==> src/rtl/result_dump_tx.sv <==
// Snapshots WORDS 12-bit result words and streams them as UART 8N1 bytes, high byte first.
// Optional macro DUMP_CHECKSUM_EN appends a modulo-256 sum frame. All outputs registered.
module result_dump_tx #(
  parameter int CLKS_PER_BIT = 5208,
  parameter int WORDS        = 16
) (
  input  logic                  clk,
  input  logic                  rst_n,
  input  logic                  start,
  input  logic [12*WORDS-1:0]   res_flat,
  output logic                  tx,
  output logic                  busy,
  output logic                  done
);

  typedef enum logic [1:0] {IDLE, START_BIT, DATA_BITS, STOP_BIT} state_t;

  localparam int BW  = $clog2(CLKS_PER_BIT);
  localparam int BIW = $clog2(2*WORDS+1);
  localparam int WIW = (WORDS > 1) ? $clog2(WORDS) : 1;
  localparam logic [BW-1:0] BAUD_MAX = BW'(CLKS_PER_BIT-1);
`ifdef DUMP_CHECKSUM_EN
  localparam logic [BIW-1:0] LAST_BYTE = BIW'(2*WORDS);
`else
  localparam logic [BIW-1:0] LAST_BYTE = BIW'(2*WORDS-1);
`endif

  state_t              state, state_nxt;
  logic [BW-1:0]       baud_cnt, baud_nxt;
  logic [2:0]          bit_cnt, bit_nxt;
  logic [BIW-1:0]      byte_idx, byte_nxt;
  logic [12*WORDS-1:0] snap;
  logic                load;
  logic                bit_end;
  logic                tx_nxt, done_nxt;
  logic [WIW-1:0]      word_idx;
  logic [11:0]         word;
  logic [7:0]          data_byte, cur_byte;

  assign word_idx  = WIW'(byte_idx >> 1);
  assign word      = snap[12*word_idx +: 12];
  assign data_byte = byte_idx[0] ? word[7:0] : {4'b0000, word[11:8]};
  assign bit_end   = (baud_cnt == BAUD_MAX);

`ifdef DUMP_CHECKSUM_EN
  logic [7:0] csum;

  assign cur_byte = (byte_idx == LAST_BYTE) ? csum : data_byte;

  // Each data byte is folded in as its stop bit ends, so the sum is complete before the checksum frame's data bits.
  always_ff @(posedge clk or negedge rst_n) begin
    if (!rst_n)
      csum <= 8'h00;
    else if (load)
      csum <= 8'h00;
    else if (state == STOP_BIT && bit_end && byte_idx != LAST_BYTE)
      csum <= csum + data_byte;
  end
`else
  assign cur_byte = data_byte;
`endif

  always_comb begin
    state_nxt = state;
    baud_nxt  = baud_cnt;
    bit_nxt   = bit_cnt;
    byte_nxt  = byte_idx;
    load      = 1'b0;
    done_nxt  = 1'b0;
    case (state)
      IDLE: begin
        if (start) begin
          load      = 1'b1;
          byte_nxt  = '0;
          baud_nxt  = '0;
          bit_nxt   = '0;
          state_nxt = START_BIT;
        end
      end
      START_BIT: begin
        if (bit_end) begin
          baud_nxt  = '0;
          bit_nxt   = '0;
          state_nxt = DATA_BITS;
        end else begin
          baud_nxt = baud_cnt + 1'b1;
        end
      end
      DATA_BITS: begin
        if (bit_end) begin
          baud_nxt = '0;
          bit_nxt  = bit_cnt + 1'b1;
          if (bit_cnt == 3'd7)
            state_nxt = STOP_BIT;
        end else begin
          baud_nxt = baud_cnt + 1'b1;
        end
      end
      STOP_BIT: begin
        if (bit_end) begin
          baud_nxt = '0;
          if (byte_idx == LAST_BYTE) begin
            state_nxt = IDLE;
            done_nxt  = 1'b1;
          end else begin
            byte_nxt  = byte_idx + 1'b1;
            state_nxt = START_BIT;
          end
        end else begin
          baud_nxt = baud_cnt + 1'b1;
        end
      end
      default: state_nxt = IDLE;
    endcase

    // Line level is decided from the next state so tx is a plain register with no start-to-pin path.
    case (state_nxt)
      START_BIT: tx_nxt = 1'b0;
      DATA_BITS: tx_nxt = cur_byte[bit_nxt];
      default:   tx_nxt = 1'b1;
    endcase
  end

  always_ff @(posedge clk or negedge rst_n) begin
    if (!rst_n) begin
      state    <= IDLE;
      baud_cnt <= '0;
      bit_cnt  <= '0;
      byte_idx <= '0;
      snap     <= '0;
      tx       <= 1'b1;
      busy     <= 1'b0;
      done     <= 1'b0;
    end else begin
      state    <= state_nxt;
      baud_cnt <= baud_nxt;
      bit_cnt  <= bit_nxt;
      byte_idx <= byte_nxt;
      if (load)
        snap <= res_flat;
      tx       <= tx_nxt;
      busy     <= (state_nxt != IDLE);
      done     <= done_nxt;
    end
  end

endmodule
==> config.mk <==
export PLATFORM = sky130hd
export DESIGN_NAME = result_dump_tx
export DESIGN_NICKNAME = d
export VERILOG_FILES = /design/src/rtl/result_dump_tx.sv
export SDC_FILE = /design/constraint.sdc
export NUM_CORES = 1
export LEC_CHECK = 0
export CORE_MARGIN = 10
export CORE_UTILIZATION = 40
export CTS_BUF_LIST = sky130_fd_sc_hd__clkbuf_4 sky130_fd_sc_hd__clkbuf_8 sky130_fd_sc_hd__clkbuf_16
export CTS_CLUSTER_SIZE = 30
export DETAILED_ROUTE_END_ITERATION = 12
export GPL_ROUTABILITY_DRIVEN = 0
export HOLD_SLACK_MARGIN = 0.05
export PLACE_DENSITY = 0.66
export SLEW_MARGIN = 15
export SYNTH_ARGS = -nofsm -noshare
export SYNTH_HDL_FRONTEND = slang
export SYNTH_SLANG_ARGS = --single-unit
export TNS_END_PERCENT = 50
==> constraint.sdc <==
create_clock -name clk -period 3.55 [get_ports clk]
set_input_delay 0.71 -clock clk [delete_from_list [all_inputs] [get_ports clk]]
set_output_delay 0.71 -clock clk [all_outputs]
set_load 0.03 [all_outputs]
==> results of run 1 <==
-- report_power, final --
part / total [mW] / switching [mW] / internal, mW
combinational: 1.29 / 0.628 / 0.658
sequential: 3.51 / 0.375 / 3.13
clock: 2.47 / 1.02 / 1.45
total: 7.26 / 2.02 / 5.24
-- through the flow --
step	worst slack, ps	hold slack [ps]	area [µm²]
floorplan	635	414	10200
global placement	520	452	12500
detailed placement	512	455	12500
CTS	486	232	13200
global route	288	249	13200
finish	477	198	13200
-- area by class of cell --
class,instances,area [µm²],share of cell area [%]
Sequential cell,219,5490,41.5
Inverter,5,18.8,0.142
Multi-Input combinational cell,824,4440,33.5
Clock buffer,29,651,4.92
Clock inverter,12,130,0.983
Tap cell,330,413,3.12
Timing Repair Buffer,208,2100,15.8
-- layout by cell type, fill, tap and decap left out, types with 3 or more instances in the layout --
cell,synthesis,routed
nand2_1,594,593
dfrtp_1,218,216
clkdlybuf4s50_1,0,196
mux2i_1,34,34
mux4_2,25,25
o21ai_0,25,25
clkbuf_16,0,24
nor2_1,16,16
a221oi_1,10,10
nand3_1,9,9
nor2b_1,9,9
buf_4,5,8
and3_1,7,7
mux4_1,7,7
xor2_1,6,6
clkinv_2,0,6
o221ai_1,5,5
a21oi_1,5,5
a22oi_1,5,5
nand2b_1,5,5
o31ai_1,5,5
inv_1,5,5
nand4_1,5,5
ha_1,5,5
o22ai_1,4,4
a211oi_1,4,4
nor3_1,4,4
a22o_1,3,3
a31oi_1,3,3
nand3b_1,3,3
and2_1,4,3
clkbuf_4,0,3
buf_12,1,3
-- kinds of logic (layout without fill, tap and decap cells) --
group / count (synthesis) / in the layout / share of synthesized area (%)
flops: 219 / 219 / 53.6
compound gates: 79 / 79 / 5.31
simple gates: 665 / 665 / 25.9
fa+ha+maj: 5 / 5 / 0.611
xor+xnor: 8 / 8 / 0.685
buf+inv: 73 / 254 / 3.17
mux: 67 / 67 / 10.7
-- cells in the mapped netlist (2+ instances only) --
| cell type | count | area [µm²] |
|---|---|---|
| nand3b_1 | 3 | 22.5 |
| a211oi_1 | 4 | 30.0 |
| a22o_1 | 3 | 26.3 |
| and2b_1 | 2 | 15.0 |
| buf_4 | 5 | 37.5 |
| a31o_2 | 2 | 17.5 |
| xnor2_1 | 2 | 17.5 |
| inv_1 | 5 | 18.8 |
| o221ai_1 | 5 | 43.8 |
| o22ai_1 | 4 | 25.0 |
| xor2_1 | 6 | 52.6 |
| a221oi_1 | 10 | 87.6 |
| mux4_2 | 25 | 563 |
| o21ai_0 | 25 | 125 |
| nand2_1 | 594 | 2230 |
| and3_1 | 7 | 43.8 |
| a21oi_1 | 5 | 25.0 |
| a2111oi_0 | 2 | 17.5 |
| dfrtp_1 | 218 | 5460 |
| and2_1 | 4 | 25.0 |
| nor2_1 | 16 | 60.1 |
| a22oi_1 | 5 | 37.5 |
| nor3_1 | 4 | 20.0 |
| nand3_1 | 9 | 45.0 |
| buf_2 | 6 | 30.0 |
| mux2i_1 | 34 | 340 |
| buf_1 | 13 | 48.8 |
| nor2b_1 | 9 | 56.3 |
| o31ai_1 | 5 | 37.5 |
| nand4_1 | 5 | 31.3 |
| nand2b_1 | 5 | 31.3 |
| ha_1 | 5 | 62.6 |
| a31oi_1 | 3 | 18.8 |
| mux4_1 | 7 | 184 |
| clkbuf_1 | 42 | 158 |
-- worst max-delay path, stage by stage, from the launching register on --
cell and delay, ps:
dfrtp_1 400, ha_1 220, and4bb_2 280, nand3_1 190
ha_1 340, inv_1 30, mux4_2 550, nor3_1 210
a31o_2 130, mux2i_1 70, a311o_1 350, a22o_1 230
-- routing by layer --
metal  vias to the layer above  part of all wire [%]  wire, µm
li1                       3989                     -         -
met1                      3949                    43     12400
met2                       208                    49     13800
met3                        42                   6.0      1710
met4                         0                   2.0       578
met5                         -                     0         0
-- final timing paths --
check / end / slack, ps / start
max: tx / 480 / baud_cnt[0]
min in group clk: snap[115] / 470 / snap[115]
max in group asynchronous: snap[153] / 2490 / rst_n
min: snap[69] / 200 / rst_n
max reg2reg: tx / 480 / baud_cnt[0]
min reg2reg: snap[115] / 470 / snap[115]
-- flip-flops by register name, indices dropped and copies added (netlist names) --
register and flops:
byte_idx 6, state 2, tx 1, done 1, snap 192, busy 1, bit_cnt 3, baud_cnt 13
==> flow_summary.yaml, run 1 <==
global_routing:
  grtUsageMet3_pct: 4.10
  grt_max_degree: 129
  track_usage_pct: 17.1
  antenna_found_initial: 0
  grt_pass1_wl_um: 45500
  grt_pass1_vias: 8462
  gr-usage-met2_pct: 28.2
  grtUsageMet1_pct: 22.2
  grt_busiest_layer: "met2"
  overflow: 0
synthesis:
  ys.flop_type: "dfrtp_1"
  avgSynthCellArea_um2: 9.17
  syn_area_um2: 10200
  yosys_warnings: 0
  synth_nets: 1316
  synth_edf_count: 0
  async_flop_share_pct: 100
  ys_seq_area_share_pct: 53.6
  synth_cell_types: 52
  netlist_instances: 1116
  synth_seq_cells: 219
timing:
  fin_tns_setup_ps: 0
  slew_headroom_pct: 32.6
  tightest_slew_ps: 1010
  clock_skew_ps: 17.3
  fin_crit_sh_pct: 86.6
  setup_violations: 0
  max_freq_ghz: 0.325
  slew_viol_final: 0
  finalCriticalPeriod_ps: 3070
  rsz0062_at_grt: "false"
  hold_violations: 0
floorplan:
  die_h_um: 180
  ios: 198
  placeableCoreArea_um2: 25200
  fp-row-count: 58
  die_w_um: 180
  die_area_um2: 32400
  initial_core_util_pct: 40.6
clock_tree:
  post-cts-setup-buffers: 0
  holdBufCountCts: 0
  post_cts_resized: 0
  ctsLongestPathBuffers: 3
  htree_levels: 1
  cts_tree: "done"
  ctsRootBufferMaster: "clkbuf_16"
  numCtsBuffers: 24
  clock_sinks: 219
  insertion_delay_ps: 530
  cts.clk_slew.worst_paths_ps: 60
detailed_routing:
  drtPass1Iterations: 5
  drt_wl_total_um: 28400
  ant_nets: 0
  wl_per_cell_um: 17.5
  num_vias: 8188
  via_per_inst: 5.03
  drc: 0
  drt-initial-drc-count: 677
power:
  power_leakage_nw: 6.27
  ir_drop_v: 0.000334
  powerDensity_nw_per_um2: 549
  total_power_mw: 7.26
final_layout:
  antenna-diode-count: 0
  layout-drive-gt1-share_pct: 6.94
  instances_no_fill: 1627
  utilization_pct: 52.6
  final_nets: 1482
  syn_to_final_growth_pct: 29.3
  fillers: 2269
worst_setup_path:
  crit_required_ps: 4000
  end_kind: "register"
  crit_path_max_fanout: 9
  crit_arrival_ps: 3520
  path_class: "register to register"
  critPathLaunchType: "register"
  reg2regPathDepth: 11
hold_path:
  hp-class: "primary input to async pin"
placed_design:
  place_inst: 1586
  post-dp-hpwl_um: 20300
  port_buffers: 197
status:
  outcome: "complete, no violations"
flow_run:
  max_cap_viol_count: 0
Note: power is estimated with default switching activity, not from simulation.
==> run 2: changes to the inputs <==
--- a/config.mk
+++ b/config.mk
@@ -12,7 +12,7 @@
 export DETAILED_ROUTE_END_ITERATION = 12
 export GPL_ROUTABILITY_DRIVEN = 0
 export HOLD_SLACK_MARGIN = 0.05
-export PLACE_DENSITY = 0.66
+export PLACE_DENSITY = 0.68
 export SLEW_MARGIN = 15
 export SYNTH_ARGS = -nofsm -noshare
 export SYNTH_HDL_FRONTEND = slang
==> run 2 against run 1 <==
  * Via count fell by 0.84%
  * Flip-flop and latch count did not move
  * Worst setup slack got worse by 75 ps
  * Non-clock buffer count did not move
  * Clock-buffer cell count rose by 7
  * Critical path depth did not move
  * Largest power group unchanged
  * Die area did not move
  * Combinational power barely moved
  * Routed wire length rose by 0.71%
==> flow_summary.yaml, run 2 (same netlist as run 1, synthesis figures left out) <==
status:
  outcome: "complete, no violations"
power:
  switching_share_pct: 27.5
  total_power_mw: 7.27
  powerDensity_nw_per_um2: 549
  power_leakage_nw: 6.28
  ir_drop_v: 0.000334
  p_clk_share_pct: 34.0
  power_switching_mw: 2.00
  power_frac_comb_pct: 17.7
  p_seq_share_pct: 48.3
  intPower_mw: 5.27
timing:
  setup_violations: 0
  tightest_slew_ps: 992
  max_freq_ghz: 0.318
  fin_tns_setup_ps: 0
  clock_skew_ps: 15.8
  fin_crit_sh_pct: 88.7
  slew_headroom_pct: 33.8
  slew_viol_final: 0
  finalCriticalPeriod_ps: 3150
  hold_violations: 0
  hold_ws_ps: 262
  fin_ws_ps: 402
  rsz0062_at_grt: "false"
floorplan:
  die_h_um: 180
  initial_core_util_pct: 40.6
  ios: 198
  placeableCoreArea_um2: 25200
  fp-row-count: 58
  die_w_um: 180
  die_area_um2: 32400
final_layout:
  instances_no_fill: 1628
  final_nets: 1482
  syn_to_final_growth_pct: 29.4
  largest_reg_flops: 192
  antenna-diode-count: 0
  layout-drive-gt1-share_pct: 7.01
  utilization_pct: 52.6
  largest_register: "snap"
  layout_commonest_cell: "nand2_1"
  fillers: 2283
  final_area_um2: 13200
  largest_registers: "snap (192), baud_cnt (13), byte_idx (6)"
  final_cell_mix: "nand2_1, dfrtp_1, clkdlybuf4s50_1, mux2i_1"
global_routing:
  antenna_found_initial: 0
  track_usage_pct: 17.3
  grt_pass1_wl_um: 46300
  overflow: 0
  grt_pass1_vias: 8556
  grt_max_degree: 126
worst_setup_path:
  reg2regPathDepth: 11
  path_class: "register to register"
  crit_path_max_fanout: 9
  reg2reg_setup_slack_ps: 400
  crit_required_ps: 3990
  r2r_end: "tx"
  critPathLaunchType: "register"
  end_kind: "register"
  timing.rr.start: "baud_cnt[0]"
  crit_arrival_ps: 3590
clock_tree:
  ctsRootBufferMaster: "clkbuf_16"
  cts_tree: "done"
  insertion_delay_ps: 530
  holdBufCountCts: 0
  post-cts-setup-buffers: 0
  ctsLongestPathBuffers: 3
  numCtsBuffers: 24
  cts.clk_slew.worst_paths_ps: 60
  clock_sinks: 219
  htree_levels: 1
  post_cts_resized: 0
detailed_routing:
  wl_per_cell_um: 17.6
  drt-initial-drc-count: 761
  num_vias: 8119
  drtPass1Iterations: 5
  drc: 0
  wl_met2_um: 13900
  ant_nets: 0
  via_per_inst: 4.99
  met1_length_um: 12700
  wl_met3_um: 1580
  highest_layer: "met4"
  drt_wl_total_um: 28600
flow_run:
  max_cap_viol_count: 0
hold_path:
  hp-class: "primary input to async pin"
placed_design:
  port_buffers: 197
  post-dp-hpwl_um: 20500
  pre_cts_ws_ps: 451
  place_inst: 1586
  place_area_um2: 12500
run 2: changes by cell type in the layout (fill, tap and decap cells not counted):
cell,before,now
clkinvlp_4,2,0
bufinv_16,2,1
inv_6,1,0
clkinv_2,6,4
clkbuf_8,2,5
clkbuf_4,3,7
run 2: power groups by stage:
stage | sequential [mW] | clock, mW | combinational [mW]
6_report | 3.51 | 2.47 | 1.29
5_1_grt | 3.59 | 2.62 | 1.49
4_1_cts | 3.51 | 2.51 | 1.31
3_5_place_dp | 3.54 | 0 | 1.30
3_3_place_gp | 3.52 | 0 | 1.26
2_1_floorplan | 3.41 | 0 | 0.817
run 2: worst max-delay path: stages, from the launching register on:
cell and delay, ps:
dfrtp_1 410, ha_1 220, and4bb_2 280, nand3_1 210, ha_1 350, inv_1 30, mux4_2 570, nor3_1 220
a31o_2 130, mux2i_1 60, a311o_1 350, a22o_1 230
run 2: cell type report:
| type | count | area [µm²] | area share [%] |
|---|---|---|---|
| flip-flops and latches | 219 | 5490 | 41.4 |
| multi-input cells | 824 | 4440 | 33.5 |
| repair buffers | 208 | 2100 | 15.8 |
| clock buffers | 36 | 722 | 5.45 |
| well taps | 330 | 413 | 3.12 |
| clock inverters | 6 | 66.3 | 0.501 |
| inverters | 5 | 18.8 | 0.142 |
run 2: per-layer routing:
| layer | global-route usage, % | vias to the layer above |
|---|---|---|
| met5 | 0 | - |
| met2 | 28.7 | 176 |
| met4 | 3.87 | 0 |
| met1 | 22.5 | 3924 |
| met3 | 4.30 | 39 |
| li1 | - | 3980 |
run 2: how the worst max path moves through the flow:
stage / start / slack, ps / to
3_3_place_gp: baud_cnt[0] / 510 / tx
2_1_floorplan: baud_cnt[0] / 640 / tx
4_1_cts: baud_cnt[0] / 420 / tx
6_report: baud_cnt[0] / 400 / tx
3_5_place_dp: baud_cnt[0] / 450 / tx
5_1_grt: baud_cnt[0] / 240 / tx
==> run 3: changes to the inputs <==
--- a/config.mk
+++ b/config.mk
@@ -6,13 +6,13 @@
 export NUM_CORES = 1
 export LEC_CHECK = 0
 export CORE_MARGIN = 10
-export CORE_UTILIZATION = 40
+export CORE_UTILIZATION = 50
 export CTS_BUF_LIST = sky130_fd_sc_hd__clkbuf_4 sky130_fd_sc_hd__clkbuf_8 sky130_fd_sc_hd__clkbuf_16
 export CTS_CLUSTER_SIZE = 30
 export DETAILED_ROUTE_END_ITERATION = 12
 export GPL_ROUTABILITY_DRIVEN = 0
 export HOLD_SLACK_MARGIN = 0.05
-export PLACE_DENSITY = 0.68
+export PLACE_DENSITY = 0.81
 export SLEW_MARGIN = 15
 export SYNTH_ARGS = -nofsm -noshare
 export SYNTH_HDL_FRONTEND = slang
==> run 3 against run 2 <==
  * Sequential share of layout area up 0.21 points
  * Register-to-register slack about the same
  * Core utilization up 13 points
  * Fmax down 0.43%
  * Critical endpoint unchanged
  * Largest power group unchanged
==> flow_summary.yaml, run 3 (same netlist as run 1, synthesis figures left out) <==
floorplan:
  die_w_um: 163
  die_area_um2: 26600
  ios: 198
  die_h_um: 163
  fp-row-count: 52
  initial_core_util_pct: 50.7
  placeableCoreArea_um2: 20200
timing:
  fin_tns_setup_ps: 0
  setup_violations: 0
  rsz0062_at_grt: "false"
  fin_crit_sh_pct: 89.1
  clock_skew_ps: 9.43
  tightest_slew_ps: 969
  finalCriticalPeriod_ps: 3160
  slew_headroom_pct: 35.4
  fin_ws_ps: 388
  hold_ws_ps: 215
  max_freq_ghz: 0.316
  hold_violations: 0
  slew_viol_final: 0
global_routing:
  track_usage_pct: 21.3
  grt_pass1_vias: 8637
  overflow: 0
  antenna_found_initial: 1
  grt_pass1_wl_um: 46000
  grt_max_degree: 109
worst_setup_path:
  startpoint: "baud_cnt[0]"
  timing.rr.start: "baud_cnt[0]"
  crit_required_ps: 3990
  cp_common_cell: "ha_1"
  crit_path_max_fanout: 9
  slowest_delay_ps: 560
  end_kind: "register"
  critPathLaunchType: "register"
  slowest_stage: "mux4_2"
  crit_chain: "ha_1, and4bb_2, nand3_1, ha_1, inv_1, mux4_2, nor3_1, a31o_2, mux2i_1, a311o_1, a22o_1"
  path_class: "register to register"
  crit_arrival_ps: 3600
clock_tree:
  clock_sinks: 219
  ctsRootBufferMaster: "clkbuf_16"
  numCtsBuffers: 23
  cts.clk_slew.worst_paths_ps: 70
  holdBufCountCts: 0
  post_cts_resized: 0
  htree_levels: 1
  ctsLongestPathBuffers: 3
  cts_tree: "done"
  post-cts-setup-buffers: 0
  insertion_delay_ps: 500
final_layout:
  multi_input_area_um2: 4440
  final_cell_mix: "nand2_1, dfrtp_1, clkdlybuf4s50_1, mux2i_1"
  largest_register: "snap"
  syn_to_final_growth_pct: 28.7
  layout-drive-gt1-share_pct: 7.37
  instances_no_fill: 1574
  final_area_um2: 13200
  fillers: 1618
  register_area_um2: 5490
  final_nets: 1487
  layout_commonest_cell: "nand2_1"
  largest_registers: "snap (192), baud_cnt (13), byte_idx (6)"
  largest_reg_flops: 192
detailed_routing:
  drt_wl_total_um: 28800
  drt-initial-drc-count: 721
  ant_nets: 0
  drtPass1Iterations: 5
  wl_per_cell_um: 18.3
  via_per_inst: 5.37
  num_vias: 8450
  drc: 0
power:
  ir_drop_v: 0.000365
  powerDensity_nw_per_um2: 551
  power_leakage_nw: 6.30
hold_path:
  hp-class: "primary input to async pin"
placed_design:
  pre_cts_ws_ps: 436
  place_area_um2: 12400
  port_buffers: 197
  post-dp-hpwl_um: 20500
  place_inst: 1532
status:
  outcome: "complete, no violations"
flow_run:
  max_cap_viol_count: 0
[run 3: cell types whose count changed in the layout (fill, tap and decap cells not counted), sizes merged]
| cell | change |
|---|---|
| buf | +6 |
| clkbuf | -4 |
| clkinv | +2 |
| bufinv | +1 |
| diode | +1 |
[run 3: per-stage QoR]
stage	utilization [%]	total power, mW
after global placement	61.5	4.76
final	65.3	7.26
after global routing	65.3	7.64
after detailed placement	61.5	4.86
after CTS	65.3	7.28
after floorplan	-	4.23
[run 3: routing by layer]
| metal | vias up | share of wire [%] | track usage (%) | wire length (µm) |
|---|---|---|---|---|
| met1 | 4098 | 41 | 27.5 | 11900 |
| met4 | 0 | 3.0 | 6.93 | 868 |
| met5 | - | 0 | 0 | 0 |
| met2 | 288 | 50 | 35.6 | 14300 |
| met3 | 64 | 5.8 | 4.03 | 1660 |
| li1 | 4000 | - | - | - |
[run 3: final timing paths]
kind,endpoint,slack [ps],cells past startpoint
worst max-delay path,tx,390,11
worst min-delay path,snap[60],210,1
worst max register to register,tx,390,11
worst min register to register,snap[138],470,2
max in group asynchronous,snap[146],2380,2
min in group clk,snap[138],470,2
[run 3: critical path, delay by kind of cell (launching register included)]
kind,cells,cell delay [ps]
compound gates,3,720
simple gates,3,730
fa+ha+maj,2,590
flops,1,400
buf+inv,1,40
mux,2,620
[run 3: layout make-up]
class	instances	share of cell area (%)
Antenna cell	1	0.0190
Multi-Input combinational cell	824	33.7
Timing Repair Buffer	214	16.2
Tap cell	270	2.57
Sequential cell	219	41.7
Clock inverter	9	0.722
Inverter	5	0.143
Clock buffer	32	5.03
[run 3: where the power goes]
part | total (mW) | internal [mW] | switching [mW]
sequential | 3.52 | 3.13 | 0.386
combinational | 1.33 | 0.660 | 0.667
clock | 2.41 | 1.45 | 0.965
